File: config.mk
export PLATFORM = sky130hd
export DESIGN_NAME = multi_clk_divider
export DESIGN_NICKNAME = d
export VERILOG_FILES = /design/src/rtl/multi_clk_divider.sv
export SDC_FILE = /design/constraint.sdc
export NUM_CORES = 1
export LEC_CHECK = 0
export CAP_MARGIN = 20
export CORE_MARGIN = 2
export CORE_UTILIZATION = 53
export DETAILED_ROUTE_END_ITERATION = 8
export MAX_ROUTING_LAYER = met4
export PLACE_DENSITY_LB_ADDON = 0.1
export REMOVE_ABC_BUFFERS = 1
export SYNTH_ARGS = -nofsm -noshare
export SYNTH_HDL_FRONTEND = slang
export SYNTH_SLANG_ARGS = --single-unit
File: constraint.sdc
create_clock -name clk -period 3.5 [get_ports clk]
set_clock_uncertainty 0.1 [all_clocks]
set_input_delay 0.7 -clock clk [delete_from_list [all_inputs] [get_ports clk]]
set_output_delay 0.7 -clock clk [all_outputs]
set_load 0.01 [all_outputs]
File: src/rtl/multi_clk_divider.sv
`timescale 1ns/1ps
// -----------------------------------------------------------------------------
// multi_clk_divider
//
// Multi-channel clock divider / tick generator. Each channel counts
// 0..div_active-1 while enabled. On the terminal count (TC) it emits a
// one-cycle tick and toggles a 50%-duty divided clock. Divisor writes to a
// running channel are held pending and applied at that channel's TC, so the
// output never sees a shortened or stretched period.
//
// Ports:
//   clk         system clock
//   rst         synchronous, active-low reset
//   en_i        per-channel run enable
//   sync_i      single-cycle restart of all enabled channels
//   cfg_we_i    divisor write strobe
//   cfg_ch_i    target channel of the write
//   cfg_div_i   new divisor value (0 is rejected)
//   cfg_err_o   one-cycle pulse: the previous write was rejected
//   pending_o   per-channel: divisor written, not yet applied
//   tick_o      per-channel one-cycle pulse every div_active cycles
//   slow_clk_o  per-channel divided clock, period 2*div_active
// -----------------------------------------------------------------------------
module multi_clk_divider #(
    parameter int unsigned  NUM_CH      = 4,
    parameter int unsigned  CNT_W       = 32,
    parameter int unsigned  DEFAULT_DIV = 27000,
    localparam int unsigned CH_W        = (NUM_CH > 1) ? $clog2(NUM_CH) : 1
) (
    input  logic              clk,
    input  logic              rst,
    input  logic [NUM_CH-1:0] en_i,
    input  logic              sync_i,
    input  logic              cfg_we_i,
    input  logic [CH_W-1:0]   cfg_ch_i,
    input  logic [CNT_W-1:0]  cfg_div_i,
    output logic              cfg_err_o,
    output logic [NUM_CH-1:0] pending_o,
    output logic [NUM_CH-1:0] tick_o,
    output logic [NUM_CH-1:0] slow_clk_o
);

    localparam logic [CNT_W-1:0] DEF_DIV = CNT_W'(DEFAULT_DIV);
    localparam logic [CNT_W-1:0] ONE     = CNT_W'(1);

    logic [NUM_CH-1:0][CNT_W-1:0] cnt_q, cnt_d;
    logic [NUM_CH-1:0][CNT_W-1:0] div_active_q, div_active_d;
    logic [NUM_CH-1:0][CNT_W-1:0] div_pend_q, div_pend_d;
    logic [NUM_CH-1:0]            pending_q, pending_d;
    logic [NUM_CH-1:0]            tick_q, tick_d;
    logic [NUM_CH-1:0]            slow_q, slow_d;
    logic                         cfg_err_q, cfg_err_d;

    logic              ch_oob;
    logic              cfg_bad;
    logic              cfg_ok;
    logic [NUM_CH-1:0] wr_sel;
    logic [NUM_CH-1:0] tc;

    // A channel index can only be out of range when NUM_CH is not a power of
    // two; otherwise every encodable index is a real channel.
    generate
        if (NUM_CH == (1 << CH_W)) begin : g_ch_full
            assign ch_oob = 1'b0;
        end else begin : g_ch_part
            assign ch_oob = (cfg_ch_i >= CH_W'(NUM_CH));
        end
    endgenerate

    assign cfg_bad   = cfg_we_i && ((cfg_div_i == '0) || ch_oob);
    assign cfg_ok    = cfg_we_i && !cfg_bad;
    assign cfg_err_d = cfg_bad;

    // div_active is never 0 (reset value >= 1, zero writes rejected), so
    // div_active-1 cannot wrap.
    always_comb begin
        for (int ch = 0; ch < NUM_CH; ch++) begin
            wr_sel[ch] = cfg_ok && (cfg_ch_i == CH_W'(ch));
            tc[ch]     = (cnt_q[ch] == div_active_q[ch] - ONE);
        end
    end

    always_comb begin
        // NOTE: every next-state variable gets its hold value first, so no
        // branch below can leave one unassigned and infer a latch.
        cnt_d        = cnt_q;
        div_active_d = div_active_q;
        div_pend_d   = div_pend_q;
        pending_d    = pending_q;
        tick_d       = tick_q;
        slow_d       = slow_q;

        for (int ch = 0; ch < NUM_CH; ch++) begin
            if (!en_i[ch]) begin
                // Idle: parked at the start of a period; writes apply at once.
                cnt_d[ch]  = '0;
                tick_d[ch] = 1'b0;
                slow_d[ch] = 1'b0;
                if (wr_sel[ch]) begin
                    div_active_d[ch] = cfg_div_i;
                    pending_d[ch]    = 1'b0;
                end
            end else if (sync_i) begin
                // Restart: a same-cycle write beats an older pending value.
                cnt_d[ch]  = '0;
                tick_d[ch] = 1'b0;
                slow_d[ch] = 1'b0;
                if (wr_sel[ch]) begin
                    div_active_d[ch] = cfg_div_i;
                end else if (pending_q[ch]) begin
                    div_active_d[ch] = div_pend_q[ch];
                end
                pending_d[ch] = 1'b0;
            end else if (tc[ch]) begin
                // Period boundary: the only safe point to swap the divisor.
                cnt_d[ch]  = '0;
                tick_d[ch] = 1'b1;
                slow_d[ch] = ~slow_q[ch];
                if (wr_sel[ch]) begin
                    div_active_d[ch] = cfg_div_i;
                end else if (pending_q[ch]) begin
                    div_active_d[ch] = div_pend_q[ch];
                end
                pending_d[ch] = 1'b0;
            end else begin
                cnt_d[ch]  = cnt_q[ch] + ONE;
                tick_d[ch] = 1'b0;
                if (wr_sel[ch]) begin
                    div_pend_d[ch] = cfg_div_i;
                    pending_d[ch]  = 1'b1;
                end
            end
        end
    end

    always_ff @(posedge clk) begin
        if (!rst) begin
            // NOTE: the divisor banks are flops, not RAM, and their values are
            // visible through timing, so they are reset along with the rest.
            cnt_q        <= '0;
            div_active_q <= {NUM_CH{DEF_DIV}};
            div_pend_q   <= {NUM_CH{DEF_DIV}};
            pending_q    <= '0;
            tick_q       <= '0;
            slow_q       <= '0;
            cfg_err_q    <= 1'b0;
        end else begin
            // NOTE: non-blocking updates so every register samples the
            // pre-edge values, independent of statement order.
            cnt_q        <= cnt_d;
            div_active_q <= div_active_d;
            div_pend_q   <= div_pend_d;
            pending_q    <= pending_d;
            tick_q       <= tick_d;
            slow_q       <= slow_d;
            cfg_err_q    <= cfg_err_d;
        end
    end

    assign cfg_err_o  = cfg_err_q;
    assign pending_o  = pending_q;
    assign tick_o     = tick_q;
    assign slow_clk_o = slow_q;

endmodule

==> results of run 1 <==
==> metal layers <==
layer,vias to the layer above,GRT usage (%)
met5,-,-
met4,0,9.096
met3,102,5.361
met2,591,50.53
met1,9678,41.01
li1,9623,-
==> flip-flops by register name (all words and copies together) (netlist names) <==
register	flops
cnt_q	128
cfg_err_o	1
slow_clk_o	4
div_active_q	128
tick_o	4
div_pend_q	128
pending_o	4
==> worst max path at each step <==
stage	from	endpoint	slack (ps)
6_report	div_active_q[75]$_SDFFE_PN1P_	div_active_q[83]$_SDFFE_PN0P_	-30
4_1_cts	div_active_q[80]$_SDFFE_PN0P_	div_active_q[84]$_SDFFE_PN0P_	-40
3_3_place_gp	cfg_div_i[14]	div_active_q[40]$_SDFFE_PN1P_	-340
5_1_grt	div_active_q[75]$_SDFFE_PN1P_	div_active_q[75]$_SDFFE_PN1P_	-150
2_1_floorplan	div_active_q[0]$_SDFFE_PN0P_	div_pend_q[0]$_SDFFE_PN0P_	-2410
3_5_place_dp	cfg_div_i[30]	div_pend_q[87]$_SDFFE_PN0P_	-340
==> cells by family after synthesis <==
| family | count (synthesis) |
|---|---|
| simple gates | 888 |
| compound gates | 529 |
| flops | 397 |
| xor+xnor | 277 |
| buf+inv | 234 |
| mux | 178 |
| fa+ha+maj | 8 |
==> critical path, cell delays in order (launching register included) <==
cell and delay, ps:
dfxtp_1 310, or4_4 530, or4_4 550, or4_4 450, a31oi_4 150, a21oi_2 100, nor4b_4 350, buf_4 180
a31o_4 270, clkbuf_16 180, buf_4 110, a311oi_2 80
==> cells in the mapped netlist (28+ instances only) <==
| library cell | n |
|---|---|
| dfxtp_1 | 397 |
| nor2_1 | 228 |
| nand2_1 | 200 |
| mux2i_1 | 173 |
| xnor2_1 | 150 |
| clkbuf_1 | 141 |
| a21oi_1 | 138 |
| xor2_1 | 127 |
| nand3_1 | 109 |
| o21ai_0 | 90 |
| a311oi_1 | 74 |
| nor3_1 | 64 |
| nor4_1 | 61 |
| inv_1 | 49 |
| o211ai_1 | 46 |
| and3_1 | 45 |
| nand4_1 | 43 |
| or3_1 | 34 |
| a211oi_1 | 30 |
| a41oi_1 | 28 |
==> report_power, final <==
group / total, mW / internal, mW / switching [mW]
Sequential: 4.73 / 4.62 / 0.108
Clock: 4.96 / 2.96 / 2.01
Combinational: 1.51 / 0.660 / 0.854
Total: 11.2 / 8.23 / 2.97
==> through the flow <==
step / total power, mW / cells / util, % / hold slack (ps) / setup WS, ps
finish: 11.20 / 3276 / 67.35 / 355.7 / -33.79
detailed placement: 6.179 / 3159 / 60.64 / 347.8 / -338.5
floorplan: 5.528 / 2327 / - / 334.1 / -2406
global route: 11.56 / 3276 / 67.35 / 372.9 / -149.0
global placement: 6.149 / 3159 / 60.64 / 343.1 / -337.5
CTS: 11.18 / 3261 / 65.83 / 358.2 / -37.08
==> final cells by class <==
class | count | area share, %
multi-input combinational | 1881 | 49.11
clock buffer | 59 | 4.618
sequential | 397 | 29.67
antenna | 2 | 0.01866
timing repair buffer | 338 | 12.26
tap | 525 | 2.449
clock inverter | 24 | 1.162
inverter | 50 | 0.7091
==> timing repair <==
item                                    CTS  global route
cloned                                    8             4
endpoints found under the setup margin  188           388
buffers inserted                         11             9
pin swaps                                18            22
resized for setup                        43            94
hold endpoints to repair                  0             0
==> metrics, run 1 <==
CTS hold repair buffers=0; # fillers=3308; HP Start=div_pend_q[22]$_SDFFE_PN0P_; Initial DRC Count=1554; P per Cell Area=417.7 nW/µm²; Initial Utilization=53.85%; dominant cells by area after synthesis=dfxtp_1 (37%), mux2i_1 (8.1%), xnor2_1 (6.1%); CTS tree=yes; final hold viol count=0; cell area after layout=26820 µm²; CTS Buffer Depth=3; Total Wirelength=65650 µm; core area=39820 µm²; Via Count=19994; violated checks=setup timing; #FFs+latches synth=397; H-tree Lvls=2; Routed Antenna Nets=0; pin count of the biggest net entering global routing=198; Worst Setup End Kind=flop; P_leak=9.749 nW; Sinks on Clock Net=397; WL/cell=20.04 µm; Unique masters post-synth=83; worst reg2reg startpoint=div_active_q[75]$_SDFFE_PN1P_; post-synthesis compound-gate area fraction=17.57%; std cell rows=73; clock root cell=clkbuf_16; # setup viols final=12; cell count of the worst reg-to-reg path=11; period utilization=101.0%; Synth Area in Adders=0.4667%; layout cell share with drive strength beyond 1=18.77%; dpl cell area=24150 µm²; RSZ-0062 raised after global routing=yes; post-synthesis mux area share=8.337%; I/O pins=55; Rel. slew slack=37.88%; first-pass GRT wire length=103200 µm; Hold Path Class=flop to flop; GR Overflow Total=0; CP arrival=3850 ps; worst-margin pin slew=931.9 ps; Cells after Synth=2511; Die X=205.2 µm; hold depth=2; EDFF count, synth=0; final HPWL from detailed placement=46530 µm; Worst Hold Path EP=div_pend_q[22]$_SDFFE_PN0P_; drt via density=6.103; nets@finish=2763; worst-path fanout max=6; initial antenna violation count=4; drt first pass iters=6; clk slew on worst S/H paths=60 ps; setup TNS=-219.0 ps; syn avg cell area=8.541 µm²; crit path time final=3534 ps; Yosys top cell area share=37.06%; met1 WL=29010 µm; main flop type after synthesis=dfxtp_1; final setup margin=-33.79 ps; ys async rst share=0%; global placer's final weighted congestion=0.9818; sequential area share after synthesis=37.06%; most common cell after layout, fill and taps aside=dfxtp_1; PortBufs=54; area of the multi-input gates=13170 µm²; reg2reg setup slack=-30 ps; Max Cap Viol=0; max layer used=met4; worst r2r dst=div_active_q[83]$_SDFFE_PN0P_; crit path launch type=flop; type of the worst setup path=flop to flop; WL met3=4282 µm; Cell Area, Synth=21450 µm²; clk_lat worst skew=590 ps; status=finished with violations; CTS buffer count=45; FF/Latch Area=7956 µm²; Die Ht=205.2 µm; commonest non-fill, non-tap cells in the layout=dfxtp_1 (390), buf_4 (236), nor2_1 (225); Area growth syn-to-layout=25.06%; FMAX=283.0 MHz; Synth warnings=0; vias in the first global route=18995; post-synthesis simple-gate area fraction=20.81%; final max-slew violation count=0; Worst IR Drop VDD=0.3378 mV; Residual DRC=0; largest family of logic cells by synthesized area=simple AND/OR/NAND/NOR gates; Synth area leader=dfxtp_1; GRT Util Overall=31.57%; Critical Path RT=3820 ps; met2 WL=30850 µm; Die ar.=42090 µm²; XOR/XNOR Fraction of Synth Area=11.31%
Note: power is estimated with default switching activity, not from simulation.
==> inputs of run 2 (changes only) <==
- CTS_CLUSTER_DIAMETER: default -> 50
==> run 2 against run 1 <==
Effect of this change:
- the run still ends with setup timing left
- total power rose by 2.5%
- fmax rose by 0.33%
- clock power rose by 5.6%
- register-to-register slack about the same
- highest routed layer unchanged
==> metrics, run 2 (synthesized netlist as in run 1, its figures left out) <==
Worst IR Drop VDD=0.3307 mV (-2.1%); drt first pass iters=6 (unchanged); Largest regs=cnt_q: 128 flops, div_active_q: 128 flops, div_pend_q: 128 flops; clk_lat worst skew=600 ps (about the same); Max Cap Viol=0 (unchanged); GR Overflow Total=0 (unchanged); GRT Util Overall=31.27% (-0.29 points); final HPWL from detailed placement=46530 µm (unchanged); P_leak=9.738 nW (-0.11%); hold depth=2 (unchanged); Residual DRC=0 (unchanged); Initial Utilization=53.85% (unchanged); crit path time final=3522 ps (-11.73 ps); Hold Path Class=flop to flop; # setup viols final=22 (+10); clk slew on worst S/H paths=60 ps (about the same); clock power share=45.7% (+1.4 points); Finished Core Util=67.55% (+0.20 points); Sinks on Clock Net=397 (unchanged); Die ar.=42090 µm² (unchanged); CTS Buffer Depth=3 (unchanged); CTS hold repair buffers=0 (unchanged); Initial DRC Count=1528 (-1.7%); cell count of the worst reg-to-reg path=11 (unchanged); CP arrival=3850 ps (about the same); initial antenna violation count=2 (-2); Internal Power=8.433 mW (+2.4%); RSZ-0062 raised after global routing=yes; switching share of power=26.55% (+0.046 points); final max-slew violation count=0 (unchanged); Die Ht=205.2 µm (unchanged); Worst Setup End Kind=flop; dpl cell area=24150 µm² (unchanged); std cell rows=73 (unchanged); CTS tree=yes; CTS buffer count=48 (+6.7%); worst-margin pin slew=1042 ps (+110.0 ps); final hold viol count=0 (unchanged); reg2reg setup slack=-20 ps (about the same); WL/cell=20.19 µm (+0.77%); P per Cell Area=426.8 nW/µm² (+2.2%); global placer's final weighted congestion=0.9818 (unchanged); Area growth syn-to-layout=25.43%; period utilization=100.6% (-0.34 points); Routed Antenna Nets=0 (unchanged); PortBufs=54 (unchanged); core area=39820 µm² (unchanged); first-pass GRT wire length=102100 µm (-1.0%); clock root cell=clkbuf_16; status=finished with violations; pin count of the biggest net entering global routing=198 (unchanged); Critical Path RT=3830 ps (about the same); worst-path fanout max=6 (unchanged); layout cell share with drive strength beyond 1=19.24% (+0.47 points); Total Wirelength=66230 µm (+0.89%); crit path launch type=flop; total power draw=11.48 mW (+2.5%); violated checks=setup timing; FMAX=283.9 MHz (+0.33%); H-tree Lvls=2 (unchanged); cell area after layout=26900 µm² (+0.29%); nets@finish=2767 (+0.14%); Rel. slew slack=30.54% (-7.3 points); commonest non-fill, non-tap cells in the layout=dfxtp_1 (391), buf_4 (232), nor2_1 (227); drt via density=6.105 (about the same); type of the worst setup path=flop to flop; diode count=0 (-2); most common cell after layout, fill and taps aside=dfxtp_1; switching power=3.048 mW (+2.7%); vias in the first global route=18856 (-0.73%); I/O pins=55 (unchanged); Comb pwr share=13.2% (-0.3 points); sequential power share=41.2% (-1.0 points); Via Count=20025 (+0.16%); Die X=205.2 µm (unchanged); final setup margin=-22.06 ps (+11.73 ps)
-- run 2: cell types whose count changed in the layout (fill, tap and decap cells not counted), sizes merged, moves of 2 or more --
cell / previous run / this run
diode: 2 / 0
clkinv: 12 / 9
inv: 53 / 56
bufbuf: 2 / 0
clkbuf: 62 / 69
-- run 2: repair_timing --
| item | 4_1_cts | 5_1_grt |
|---|---|---|
| pin swaps | 10 | 41 |
| endpoints found under the hold margin | 0 | 0 |
| resized for setup | 29 | 109 |
| cloned | 4 | 8 |
| setup buffers | 3 | 19 |
| setup endpoints to repair | 185 | 390 |
-- run 2: power by group through the flow --
stage               Combinational (mW)  Sequential [mW]  Clock [mW]
floorplan                        0.720             4.81           0
global placement                  1.34             4.81           0
detailed placement                1.36             4.82           0
CTS                               1.40             4.72        5.30
global route                      1.62             4.73        5.49
finish                            1.51             4.72        5.24
-- run 2: cell type report --
| type | count | area, µm² |
|---|---|---|
| fillers | 3291 | 12920 |
| clock inverters | 24 | 287.8 |
| flip-flops and latches | 397 | 7955 |
| inverters | 50 | 190.2 |
| multi-input cells | 1881 | 13180 |
| repair buffers | 339 | 3244 |
| well taps | 525 | 656.9 |
| clock buffers | 64 | 1383 |
-- run 2: final timing paths --
kind,startpoint,endpoint
min,div_pend_q[23]$_SDFFE_PN0P_,div_pend_q[23]$_SDFFE_PN0P_
min reg2reg,div_pend_q[23]$_SDFFE_PN0P_,div_pend_q[23]$_SDFFE_PN0P_
max reg2reg,div_active_q[34]$_SDFFE_PN0P_,div_active_q[61]$_SDFFE_PN0P_
max,div_active_q[34]$_SDFFE_PN0P_,div_active_q[61]$_SDFFE_PN0P_
-- run 2: worst max-delay path: stages, from the launching register on --
cell and delay [ps]:
dfxtp_2 340, or3_4 390, or4_4 520, a2111oi_4 340, o2111a_1 290, nand4_1 120
or4_4 460, o21ai_4 300, buf_6 170, clkbuf_16 150, buf_6 100, a311oi_1 90
-- run 2: per-stage QoR --
step	setup TNS, ps	std cells	worst slack [ps]	hold slack, ps
2_1_floorplan	-224920	2327	-2406	334.1
3_3_place_gp	-43770	3159	-337.5	343.1
3_5_place_dp	-42280	3159	-338.5	347.8
4_1_cts	-217.3	3254	-38.65	358.1
5_1_grt	-6882	3280	-114.9	373.4
6_report	-194.6	3280	-22.06	356.1
-- run 2: routing by layer --
| layer | vias up | share of wire (%) | wire, µm | GRT usage (%) |
|---|---|---|---|---|
| met4 | 0 | 2.2 | 1453 | 7.682 |
| met1 | 9700 | 44 | 29140 | 40.38 |
| met3 | 103 | 6.9 | 4569 | 6.093 |
| met2 | 610 | 47 | 31070 | 50.40 |
| met5 | - | 0 | 0 | - |
| li1 | 9612 | - | - | - |
